**src/rtl/noc_rx_port.sv**
```systemverilog
// Receive-side NoC endpoint: parses packet headers from the local router port,
// drops packets addressed to other nodes, and buffers payload words with their
// source ID in a first-word-fall-through FIFO popped by the core.
// Optional: define NOC_RX_PARITY_EN to add even-parity checking (flit_par, par_err).
module noc_rx_port #(
  parameter int unsigned NODE_ID    = 0,
  parameter int unsigned FIFO_DEPTH = 8,
  parameter int unsigned PTR_W      = 3
) (
  input  logic        clk,
  input  logic        rst,
  input  logic [31:0] flit_in,
  input  logic        flit_valid,
  output logic        flit_ready,
  input  logic        cpu_rd_en,
  output logic [31:0] cpu_rd_data,
  output logic [3:0]  cpu_rd_src,
  output logic        cpu_empty,
  output logic        cpu_stall,
  output logic        pkt_done,
  output logic [7:0]  drop_cnt
`ifdef NOC_RX_PARITY_EN
  ,
  input  logic        flit_par,
  output logic        par_err
`endif
);

  localparam logic [3:0] LpNodeId = 4'(NODE_ID);

  typedef enum logic [1:0] {StIdle, StPayload, StDrop} state_e;

  state_e      r_state, w_state_next;
  logic [7:0]  r_rem, w_rem_next;
  logic [3:0]  r_src, w_src_next;
  logic        r_pkt_done, w_pkt_done_next;
  logic [7:0]  r_drop_cnt;
  logic        w_drop_inc;
  logic        w_push, w_pop, w_xfer;
  logic        w_full, w_empty;
  logic        w_par_ok;
  logic        w_hdr_keep;
  logic [PTR_W:0] r_wptr, r_rptr;
  logic [35:0] r_mem [FIFO_DEPTH];
  logic [35:0] w_head;

`ifdef NOC_RX_PARITY_EN
  logic r_par_err;
  // Even parity: flit bits plus parity bit must hold an even number of ones.
  assign w_par_ok = ~(^{flit_in, flit_par});
  assign par_err  = r_par_err;
`else
  assign w_par_ok = 1'b1;
`endif

  // Pointers carry one extra wrap bit so full and empty can be told apart.
  assign w_empty = (r_wptr == r_rptr);
  assign w_full  = (r_wptr[PTR_W] != r_rptr[PTR_W]) &&
                   (r_wptr[PTR_W-1:0] == r_rptr[PTR_W-1:0]);
  assign w_xfer  = flit_valid && flit_ready;
  assign w_pop   = cpu_rd_en && !w_empty;
  // A header is kept only if it targets this node and arrived intact.
  assign w_hdr_keep = (flit_in[31:28] == LpNodeId) && w_par_ok;

  assign w_head      = r_mem[r_rptr[PTR_W-1:0]];
  assign cpu_rd_data = w_head[31:0];
  assign cpu_rd_src  = w_head[35:32];
  assign cpu_empty   = w_empty;
  assign cpu_stall   = cpu_rd_en && w_empty;
  assign pkt_done    = r_pkt_done;
  assign drop_cnt    = r_drop_cnt;

  // Next-state, handshake and FIFO push decode for the header/payload parser.
  always_comb begin
    w_state_next    = r_state;
    w_rem_next      = r_rem;
    w_src_next      = r_src;
    w_pkt_done_next = 1'b0;
    w_drop_inc      = 1'b0;
    w_push          = 1'b0;
    flit_ready      = 1'b1;
    case (r_state)
      StIdle: begin
        if (w_xfer) begin
          w_src_next = flit_in[27:24];
          w_rem_next = flit_in[23:16];
          if (w_hdr_keep) begin
            if (flit_in[23:16] == 8'd0) w_pkt_done_next = 1'b1;
            else                        w_state_next    = StPayload;
          end else begin
            w_drop_inc = 1'b1;
            if (flit_in[23:16] != 8'd0) w_state_next = StDrop;
          end
        end
      end
      StPayload: begin
        // No full-bypass: a same-cycle pop does not open the port.
        flit_ready = !w_full;
        if (w_xfer) begin
          w_push     = 1'b1;
          w_rem_next = r_rem - 8'd1;
          if (r_rem == 8'd1) begin
            w_state_next    = StIdle;
            w_pkt_done_next = 1'b1;
          end
        end
      end
      StDrop: begin
        if (w_xfer) begin
          w_rem_next = r_rem - 8'd1;
          if (r_rem == 8'd1) w_state_next = StIdle;
        end
      end
      default: w_state_next = StIdle;
    endcase
  end

  // Parser state, counters and status flags.
  always_ff @(posedge clk or posedge rst) begin
    if (rst) begin
      r_state    <= StIdle;
      r_rem      <= 8'd0;
      r_src      <= 4'd0;
      r_pkt_done <= 1'b0;
      r_drop_cnt <= 8'd0;
    end else begin
      r_state    <= w_state_next;
      r_rem      <= w_rem_next;
      r_src      <= w_src_next;
      r_pkt_done <= w_pkt_done_next;
      if (w_drop_inc && (r_drop_cnt != 8'hFF)) r_drop_cnt <= r_drop_cnt + 8'd1;
    end
  end

`ifdef NOC_RX_PARITY_EN
  // Sticky parity error on any checked flit (headers and kept payload).
  always_ff @(posedge clk or posedge rst) begin
    if (rst) begin
      r_par_err <= 1'b0;
    end else if (w_xfer && !w_par_ok && (r_state != StDrop)) begin
      r_par_err <= 1'b1;
    end
  end
`endif

  // FIFO pointers; reset flushes the buffer.
  always_ff @(posedge clk or posedge rst) begin
    if (rst) begin
      r_wptr <= '0;
      r_rptr <= '0;
    end else begin
      if (w_push) r_wptr <= r_wptr + (PTR_W + 1)'(1);
      if (w_pop)  r_rptr <= r_rptr + (PTR_W + 1)'(1);
    end
  end

  // FIFO storage; contents need no reset since the pointers gate visibility.
  always_ff @(posedge clk) begin
    if (w_push) r_mem[r_wptr[PTR_W-1:0]] <= {r_src, flit_in};
  end

endmodule

```
**config.mk**
```make
export PLATFORM = sky130hd
export DESIGN_NAME = noc_rx_port
export DESIGN_NICKNAME = d
export VERILOG_FILES = /design/src/rtl/noc_rx_port.sv
export SDC_FILE = /design/constraint.sdc
export NUM_CORES = 1
export LEC_CHECK = 0
export CAP_MARGIN = 20
export CORE_ASPECT_RATIO = 1.5
export CORE_UTILIZATION = 60
export CTS_BUF_LIST = sky130_fd_sc_hd__clkbuf_8
export DETAILED_ROUTE_END_ITERATION = 10
export DONT_BUFFER_PORTS = 1
export PLACE_DENSITY_LB_ADDON = 0.25
export SETUP_SLACK_MARGIN = 0.5
export SLEW_MARGIN = 40
export SYNTH_ARGS = -nofsm -noshare
export SYNTH_HDL_FRONTEND = slang
export SYNTH_SLANG_ARGS = --single-unit
```
**constraint.sdc**
```tcl
create_clock -name clk -period 6.05 [get_ports clk]
set_input_delay 1.21 -clock clk [delete_from_list [all_inputs] [get_ports clk]]
set_output_delay 1.21 -clock clk [all_outputs]
set_load 0.1 [all_outputs]
```
[Word-level counts from Yosys, hierarchy flattened]
Memories as Yosys holds them, arrays and structs flattened.
Cells that the tools add are included.
Storage, ports and cells
  register bits after elaboration: 31
  bits in writable memories: 288
  output and inout bits: 48
  logic and storage cells: 64
  memories kept: 1
Memories
  r_mem: depth 8, width 36, rd ports 1, clocked after memory_dff 0, wr ports 1, RTL line 44  | logic [35:0] r_mem [FIFO_DEPTH];
Cells by class
  add/subtract/negate cells: 4
  equal/unequal tests: 12
  mux-type cells: 24
  reduce and logical (&&, ||, !) cells: 16
Operators with widths (number)
  $mux 8: 2
  $pmux 8 s2: 1
  $mux 1: 13
  $mux 2: 6
  $add 4x1->4 const B: 2
  $add 8x1->8 const B: 1
  $eq 8x1->1 const B: 1
  $logic_not 8->1: 1
  $ne 8x8->1 const B: 1
  $reduce_bool 8->1: 1
  $sub 8x1->8 const B: 1
  $ne 3x3->1 const B: 2
  $logic_and 1x1->1: 5
  $reduce_and 5->1: 1
  $eq 4x4->1: 1
  $logic_not 4->1: 1
  $ne 2x1->1 const B: 2
  $pmux 2 s2: 1
  $eq 3x3->1: 1
  $reduce_and 3->1: 1
  $eq 2x1->1 const B: 1
  $eq 2x2->1 const B: 1
  $logic_not 1->1: 2
  $logic_not 2->1: 1
  6 further kinds: 6

[Longest topological paths before layout]
Gate-level depths: netlist of run 1.
  depth in word-level cells: 9
  gate-level depth with buffers: 8
  gate-level depth less buffers: 7

[Least setup slack after synthesis of run 1]
Ideal clock, no wire load.
  path kind: input port to flip-flop
  from: input port flit_valid
  to: memory r_mem[5][0] (enable)
  data arrival time: 4.765 ns
  data required time: 5.531 ns
  slack: 0.766 ns
  stages: 2
  path buffers: 0
  path through: nand2_1 > nor4_1
Between the ends
  longest elaborated chain between the ends: 5
Ends and longest elaborated chain
  start: declaration: RTL line 13  | input logic flit_valid,
  $logic_and 1x1->1: RTL line 60  | assign w_xfer = flit_valid && flit_ready;
  $mux 1: RTL line 99  | if (w_xfer) begin
  $mux 1: RTL line 82  | case (r_state)
  $mux 1: RTL line 159  | if (w_push) r_mem[r_wptr[PTR_W-1:0]] <= {r_src, flit_in};
  $mux 1 (implied by the code): RTL line 159
  end: declaration: RTL line 44
No other way between the ends.

[Final worst setup path of run 1]
  from: register r_rptr[0]
  to: output port cpu_rd_data[15]
Between the ends
  longest elaborated chain between the ends: 1
Ends and longest elaborated chain
  start: declaration: RTL line 43  | logic [PTR_W:0] r_wptr, r_rptr;
  start signal: assignment: RTL line 153  | if (w_pop) r_rptr <= r_rptr + (PTR_W + 1)'(1);
  $mem_v2 8x36
  end: declaration: RTL line 16  | output logic [31:0] cpu_rd_data,
No other way between the ends.

==> flow_summary.ini, run 1 <==
[critical_path]
worstPathArrival_ns = 3.10
start_kind = flip-flop
cp_max_fo = 47
crit_required_ns = 4.84
path_class = reg -> out
end_kind = primary output

[clock_tree]
clk_pin_slew_ns = 0.06
cts_hold_buf = 0
cts_htree_levels = 2
worst_skew_pair.late_latency_ns = 0.55
cts_resized = 0
cts_sinks = 319
cts_made_buffers = 44
cts_buffer_depth = 3
cts_setup_buffers = 0
cts_root_buf = clkbuf_8
cts_tree = built

[grt]
grt.total_usage_pct = 22.4
grt_pass1_vias = 6331
grt_overflow = 0
antenna_found_initial = 0
grt_first_pass_wirelength_um = 35800
grt_max_degree = 76

[drt]
drcViolationCount = 0
num_vias = 5844
routed_wl_um = 22900
drtIter0Drc = 375
postRouteAntennaNets = 0
first_pass_iters = 5
drt-wirelength-per-cell_um = 24.6
detail_route.vias_per_cell = 6.30

[synth]
synth_top_family_by_area = multiplexers
muxShareOfSynthArea_pct = 17.2
syn_nets = 643
synth_fa_ha_area_share_pct = 0.693
ys_seq_area_share_pct = 74.6
yosysTopAreaCell = edfxtp_1
yosys_warnings = 0
synth.cell_area_mm2 = 0.0126
synth_area_leaders = edfxtp_1 68%, mux4_2 13%, dfrtp_1 6.1%
synth_compound_area_share_pct = 1.98
synthSimpleGateAreaFrac_pct = 3.03
yosysUniqueCellTypes = 52
ys_ff_latch = 319
synth-xor-area-share_pct = 1.29
syn_inst = 600
synth.avg_cell_area_um2 = 21.1
yosysTopAreaCellShare_pct = 68.4

[sta]
slew_viol_final = 0
finalClockSkew_ns = 0.0236
layout_min_cycle_time_ns = 4.31
worstMarginPinSlew_ns = 0.873
hold_viol = 0
max-slew-margin-rel_pct = 41.9
whs_ns = 0.533
finalCritPeriodShare_pct = 71.3
max_freq_mhz = 232
setup_viol = 0
rsz0062_at_grt = false
fin_setup_tns_ns = 0

[floorplanning]
core_mm2 = 0.0205
die_area_mm2 = 0.0217
num_io_pins = 84
start_util_pct = 61.6
fp.dieW_um = 120
rows = 64
die_h_um = 180

[layout]
fin_nets = 676
final_core_util_pct = 68.2
area_growth_pct = 10.6
diodes = 0
drive_above_1_share_pct = 34.5

[placement]
globalplace.congestion = 0.791
portBuffers = 0
dp_hpwl_um = 12900

[run_status]
outcome = completed

[min_path]
hp-class = reg -> reg

[job]
maxCapViolCount = 0
==> worst paths after layout <==
check	start	to	slack, ns	depth (start not counted)
setup / recovery	r_rptr[0]	cpu_rd_data[15]	1.74	3
hold / removal	r_rptr[3]	r_rptr[3]	0.53	1
setup reg to reg	r_rptr[0]	r_mem[2][13]	2.67	5
hold reg to reg	r_rptr[3]	r_rptr[3]	0.53	1
max in group asynchronous	rst	r_rptr[0]	5.07	2
min in group asynchronous	rst	r_src[2]	0.64	2
==> kinds of logic after synthesis <==
| group | count (synthesis) |
|---|---|
| fa+ha+maj | 7 |
| buf+inv | 37 |
| flops | 319 |
| mux | 119 |
| simple gates | 65 |
| xor+xnor | 16 |
| compound gates | 37 |
==> sequential cells by signal (all words and copies together), names as in the netlist <==
signal    flops
r_rem         8
r_src         4
drop_cnt      8
r_rptr        4
r_state       2
pkt_done      1
r_wptr        4
r_mem       288
==> cell usage in the layout, fill, tap and decap left out, types with 3 or more instances in the layout <==
| cell type | netlist | final |
|---|---|---|
| edfxtp_1 | 288 | 288 |
| mux4_2 | 72 | 72 |
| clkbuf_8 | 0 | 49 |
| mux2_2 | 39 | 39 |
| dfrtp_1 | 31 | 20 |
| inv_1 | 9 | 16 |
| nand2_1 | 15 | 15 |
| buf_4 | 0 | 12 |
| o21ai_0 | 10 | 10 |
| a21oi_1 | 9 | 9 |
| dfrtp_2 | 0 | 9 |
| xnor2_1 | 7 | 7 |
| ha_1 | 7 | 7 |
| clkinv_1 | 0 | 7 |
| xor2_1 | 6 | 6 |
| nor4_1 | 7 | 6 |
| mux2_4 | 6 | 6 |
| nor2_1 | 9 | 6 |
| clkinv_2 | 0 | 6 |
| bufinv_16 | 0 | 5 |
| nand3_1 | 4 | 4 |
| nand4_1 | 4 | 4 |
| nor2b_1 | 4 | 4 |
| a41oi_1 | 3 | 3 |
| nor2_4 | 1 | 3 |
| clkinvlp_4 | 0 | 3 |
==> synthesized netlist by cell type, drive strengths merged <==
| cell type | number |
|---|---|
| edfxtp | 288 |
| mux4 | 72 |
| mux2 | 45 |
| dfrtp | 31 |
| nand2 | 15 |
| clkbuf | 14 |
| buf | 13 |
| a21oi | 10 |
| inv | 10 |
| nor2 | 10 |
| o21ai | 10 |
| xnor2 | 9 |
| ha | 7 |
| nor4 | 7 |
| xor2 | 7 |
| nand3 | 5 |
| nand4 | 5 |
| nor3 | 5 |
| nor2b | 4 |
| a41oi | 3 |
| nor3b | 3 |
| o22a | 3 |
| a21bo | 2 |
| and2 | 2 |
| and3 | 2 |
| mux2i | 2 |
| nand2b | 2 |
| nor4b | 2 |
| o211ai | 2 |
| a211oi | 1 |
| a31oi | 1 |
| and4 | 1 |
| o21a | 1 |
| o221ai | 1 |
| o31a | 1 |
| o31ai | 1 |
| o41a | 1 |
| or3 | 1 |
| or4 | 1 |
==> final cells by class <==
| class | count | area, um^2 |
|---|---|---|
| Multi-Input combinational cell | 244 | 3120 |
| Inverter | 10 | 37.5 |
| Clock buffer | 49 | 674 |
| Sequential cell | 319 | 9440 |
| Clock inverter | 28 | 255 |
| Tap cell | 264 | 330 |
| Timing Repair Buffer | 14 | 113 |
| Fill cell | 1322 | 6520 |
==> layer usage <==
layer | part of all wire (%) | vias to the layer above | routed length [um] | track usage [%]
met2 | 52 | 204 | 11900 | 37.6
met5 | 0 | - | 0 | 0
met1 | 39 | 3057 | 8800 | 28.3
met3 | 6.6 | 49 | 1520 | 5.30
li1 | - | 2534 | - | -
met4 | 2.8 | 0 | 644 | 8.64
==> critical path, cell delays in order (launching register included) <==
cell     delay [ns]
dfrtp_4        0.82
buf_6          0.58
mux4_2         0.59
mux2_2         0.50
==> per-stage QoR <==
| step | instance area (um^2) | setup slack, ns | instances |
|---|---|---|---|
| 2_1_floorplan | 12600 | 0.766 | 600 |
| 3_3_place_gp | 13000 | 2.00 | 851 |
| 3_5_place_dp | 13000 | 2.20 | 851 |
| 4_1_cts | 14000 | 1.62 | 928 |
| 5_1_grt | 14000 | 1.50 | 928 |
| 6_report | 14000 | 1.74 | 928 |
Power of run 1 is left out: the tool's default activity adds up to more than one toggle a clock period on the data nets, which glitch-free logic cannot reach.
==> run 2: changes to the inputs <==
Clock period 6.05 ns to 4 ns, I/O delays scaled along.
==> run 2 against run 1 <==
Cell count is 3.1% higher; highest routed layer unchanged; clock-buffer cell count unchanged; via count up 2.3%; sequential share of layout area down 0.58 points; hold slack worse by 0.35 ns; core utilization grew 0.57 points.
==> flow_summary.ini, run 2 (synthesis results as in run 1) <==
[clock_tree]
cts_root_buf = clkbuf_8
cts_buffer_depth = 3
cts_htree_levels = 2
cts_sinks = 319
cts_tree = built
cts_hold_buf = 0
cts_made_buffers = 44
worst_skew_pair.late_latency_ns = 0.54
clk_pin_slew_ns = 0.06

[placement]
pre_cts_slack_ns = 0.923
portBuffers = 0
globalplace.congestion = 0.814
dp_hpwl_um = 14000

[layout]
diodes = 0
mostFrequentLayoutCells = 288 x edfxtp_1, 72 x mux4_2, 49 x clkbuf_8, 39 x mux2_2, 34 x buf_4
fill_cells = 1308
area_growth_pct = 11.5
largest_reg_flops = 288
drive_above_1_share_pct = 35.1
mostFrequentLayoutCell = edfxtp_1
seq_area_mm2 = 0.00944
multi_input_area_mm2 = 0.00314
fin_nets = 700

[critical_path]
end_kind = primary output
rr_worst_depth = 5
timing.rr.start = r_rptr[1]
path_class = reg -> out
crit_buf_inv = 1
timing.rr.end = r_mem[3][20]
start_kind = flip-flop
r2r_setup_slack_ns = 1.07
cp_max_fo = 47
slowest_delay_ns = 0.90
crit_required_ns = 3.20
worstPathCellList = buf_4 > mux4_2 > mux2_2
worstPathArrival_ns = 2.60
crit_slowest_cell = dfrtp_4
cp_top_family = flip-flops

[floorplanning]
num_io_pins = 84
core_mm2 = 0.0205
rows = 64
start_util_pct = 61.6
fp.dieW_um = 120
die_h_um = 180
die_area_mm2 = 0.0217

[grt]
grt_max_degree = 48
grt.total_usage_pct = 22.9
antenna_found_initial = 0
grt_pass1_vias = 6468
grt_first_pass_wirelength_um = 36700
grt_overflow = 0

[drt]
num_vias = 5978
routed_wl_um = 23600
postRouteAntennaNets = 0
drt-wirelength-per-cell_um = 24.7
first_pass_iters = 5
drtIter0Drc = 317
drcViolationCount = 0
detail_route.vias_per_cell = 6.25

[sta]
rsz0062_at_grt = false
slew_viol_final = 0
setup_viol = 0
finalClockSkew_ns = 0.0226
worstMarginPinSlew_ns = 0.873
layout_min_cycle_time_ns = 3.40
max-slew-margin-rel_pct = 41.9
worst_slack_ns = 0.597
finalCritPeriodShare_pct = 85.1
fin_setup_tns_ns = 0
max_freq_mhz = 294
hold_viol = 0

[job]
maxCapViolCount = 0

[min_path]
hp-class = in -> async

[run_status]
outcome = completed
==> run 2: changes by cell type in the layout (fill, tap and decap cells not counted), moves of 5 or more <==
cell       previous run  this run
buf_4                12        34
inv_1                16        22
bufinv_16             5         0
clkinv_1              7        12
==> run 2: routing by layer <==
layer | share of wire [%] | wire [um] | global-route usage [%]
met2 | 52 | 12400 | 39.0
met1 | 38 | 8870 | 28.5
met3 | 7.1 | 1680 | 5.49
met5 | 0 | 0 | 0
met4 | 2.9 | 676 | 8.40
==> run 2: worst max path at each step <==
stage | startpoint | cells past startpoint | end
after floorplan | r_wptr[1] | 4 | r_mem[5][0]
after global placement | r_rptr[0] | 3 | cpu_rd_data[24]
after detailed placement | r_rptr[0] | 3 | cpu_rd_data[19]
after CTS | r_rptr[0] | 3 | cpu_rd_data[19]
after global routing | r_rptr[1] | 3 | cpu_rd_data[21]
final | r_rptr[1] | 3 | cpu_rd_data[19]
==> run 2: area by class of cell <==
cell class	count	area share (%)
clock buffer	49	4.79
clock inverter	33	0.986
inverter	10	0.266
multi-input combinational	244	22.3
sequential	319	67.0
tap	264	2.34
timing repair buffer	38	2.33
==> run 2: stage by stage <==
step,utilization (%),hold WS [ns],instance area (um^2),instances
6_report,68.7,0.186,14100,957
5_1_grt,68.7,0.214,14100,957
2_1_floorplan,-,0.481,12700,600
3_5_place_dp,64.3,0.499,13200,865
3_3_place_gp,64.3,0.502,13200,865
4_1_cts,68.4,0.183,14000,948
==> run 2: what timing repair did <==
| item | 4_1_cts | 5_1_grt |
|---|---|---|
| setup buffers | 1 | 8 |
| gates resized for setup | 0 | 0 |
| endpoints found under the setup margin | 24 | 6 |
Power of run 2 is left out for the same reason.
==> run 3: changes to the inputs <==
Settings changed: CELL_PAD_IN_SITES_DETAIL_PLACEMENT set to 1, CELL_PAD_IN_SITES_GLOBAL_PLACEMENT set to 2, CORE_UTILIZATION 60 to 52.
==> run 3 against run 2 <==
Core utilization decreased by 9.0 points; first-iteration DRC count increased by 13%; flip-flop and latch count unchanged; hold slack got worse by 0.063 ns; maximum frequency increased by 1.9%; routed wire length increased by 9.6%; sequential share of layout area decreased by 0.41 points; setup slack improved by 0.062 ns; die area increased by 15%; clock-buffer cell count unchanged; critical endpoint is now cpu_rd_data[20].
==> flow_summary.ini, run 3 (synthesis results as in run 1) <==
[sta]
max-slew-margin-rel_pct = 41.8
fin_setup_tns_ns = 0
layout_min_cycle_time_ns = 3.34
hold_viol = 0
whs_ns = 0.123
rsz0062_at_grt = false
finalClockSkew_ns = 0.0249
max_freq_mhz = 299
slew_viol_final = 0
worst_slack_ns = 0.659
worstMarginPinSlew_ns = 0.874
setup_viol = 0
finalCritPeriodShare_pct = 83.5

[power_and_ir_drop]
combPwrFrac_pct = 41.2
leakagePower_nw = 4.60
power_mw = 11.3
p_int_mw = 6.41
ir_drop_uv = 550
powerDensity_mw_per_mm2 = 800
p_clk_share_pct = 21.6
power.switching_mw = 4.94
swShare_pct = 43.5
seq_power_share_pct = 37.2

[critical_path]
crit_required_ns = 3.20
start_kind = flip-flop
path_class = reg -> out
end_kind = primary output
cp_max_fo = 28
worstPathArrival_ns = 2.54

[drt]
num_vias = 5877
drcViolationCount = 0
detail_route.vias_per_cell = 5.88
routed_wl_um = 25900
drtIter0Drc = 359
drt-wirelength-per-cell_um = 25.9
first_pass_iters = 4
postRouteAntennaNets = 0

[placement]
globalplace.congestion = 0.737
post_dp_cell_area_mm2 = 0.0133
portBuffers = 0
pre_cts_slack_ns = 0.986
dp_cells = 915
dp_hpwl_um = 14800

[clock_tree]
cts_hold_buf = 0
cts_root_buf = clkbuf_8
cts_tree = built
worst_skew_pair.late_latency_ns = 0.57
clk_pin_slew_ns = 0.06
cts_sinks = 319
cts_buffer_depth = 3
cts_htree_levels = 2
cts_resized = 0
cts_made_buffers = 46

[grt]
grt_overflow = 0
antenna_found_initial = 0
grt_first_pass_wirelength_um = 39400
grt.total_usage_pct = 22.1
grt_max_degree = 39
grt_pass1_vias = 6641

[run_status]
outcome = completed

[layout]
fin_area_mm2 = 0.0142
seq_area_mm2 = 0.00944
mostFrequentLayoutCell = edfxtp_1
fin_nets = 689
largest_reg_flops = 288
fill_cells = 2042
final_core_util_pct = 59.7
multi_input_area_mm2 = 0.00315
mostFrequentLayoutCells = 288 x edfxtp_1, 72 x mux4_2, 49 x clkbuf_8, 39 x mux2_2, 23 x dfrtp_1
diodes = 0
drive_above_1_share_pct = 34.5
fin_cells = 1000
area_growth_pct = 12.2

[floorplanning]
num_io_pins = 84
rows = 69
die_area_mm2 = 0.0249
core_mm2 = 0.0237
die_h_um = 193
fp.dieW_um = 129
start_util_pct = 53.2

[min_path]
hp-class = in -> async

[job]
maxCapViolCount = 0
## run 3: metal layers
layer  wire [um]  share of wire [%]  GRT usage (%)
met3        1350                5.2           5.13
met2       13700                 53           39.1
met5           0                  0              0
met1       10200                 40           26.5
met4         612                2.4           7.69
## run 3: final timing paths
| check | slack, ns | depth (start not counted) | startpoint | to |
|---|---|---|---|---|
| max | 0.66 | 3 | r_rptr[0] | cpu_rd_data[20] |
| min | 0.12 | 1 | rst | r_rem[3] |
| max reg2reg | 1.09 | 6 | r_rptr[0] | r_mem[7][26] |
| min reg2reg | 0.51 | 1 | r_state[1] | r_state[1] |
| max in group asynchronous | 3.27 | 2 | rst | r_rptr[0] |
| min in group clk | 0.32 | 0 | flit_in[24] | r_mem[0][24] |
## run 3: power groups by stage
stage / sequential (mW) / clock, mW / combinational [mW]
after floorplan: 4.23 / 0 / 4.08
after global placement: 4.33 / 0 / 4.52
after detailed placement: 4.36 / 0 / 4.58
after CTS: 4.22 / 2.53 / 4.72
after global routing: 4.25 / 2.63 / 4.88
final: 4.22 / 2.45 / 4.68
## run 3: worst max-delay path, stage by stage (launching register included)
cell and delay, ns:
dfrtp_4 0.62, buf_12 0.28, mux4_2 0.55, mux2_2 0.50
## run 3: repair_timing
item	in CTS	in global routing
setup endpoints to repair	19	0
setup buffers	2	0
hold endpoints to repair	0	0
## run 3: final cells by class
type,instances,share of cell area [%]
clock buffers,49,4.76
clock inverters,34,1.38
inverters,10,0.265
multi-input cells,244,22.2
flip-flops and latches,319,66.6
well taps,319,2.82
repair buffers,25,1.99
Power figures use the tool's default switching activity.
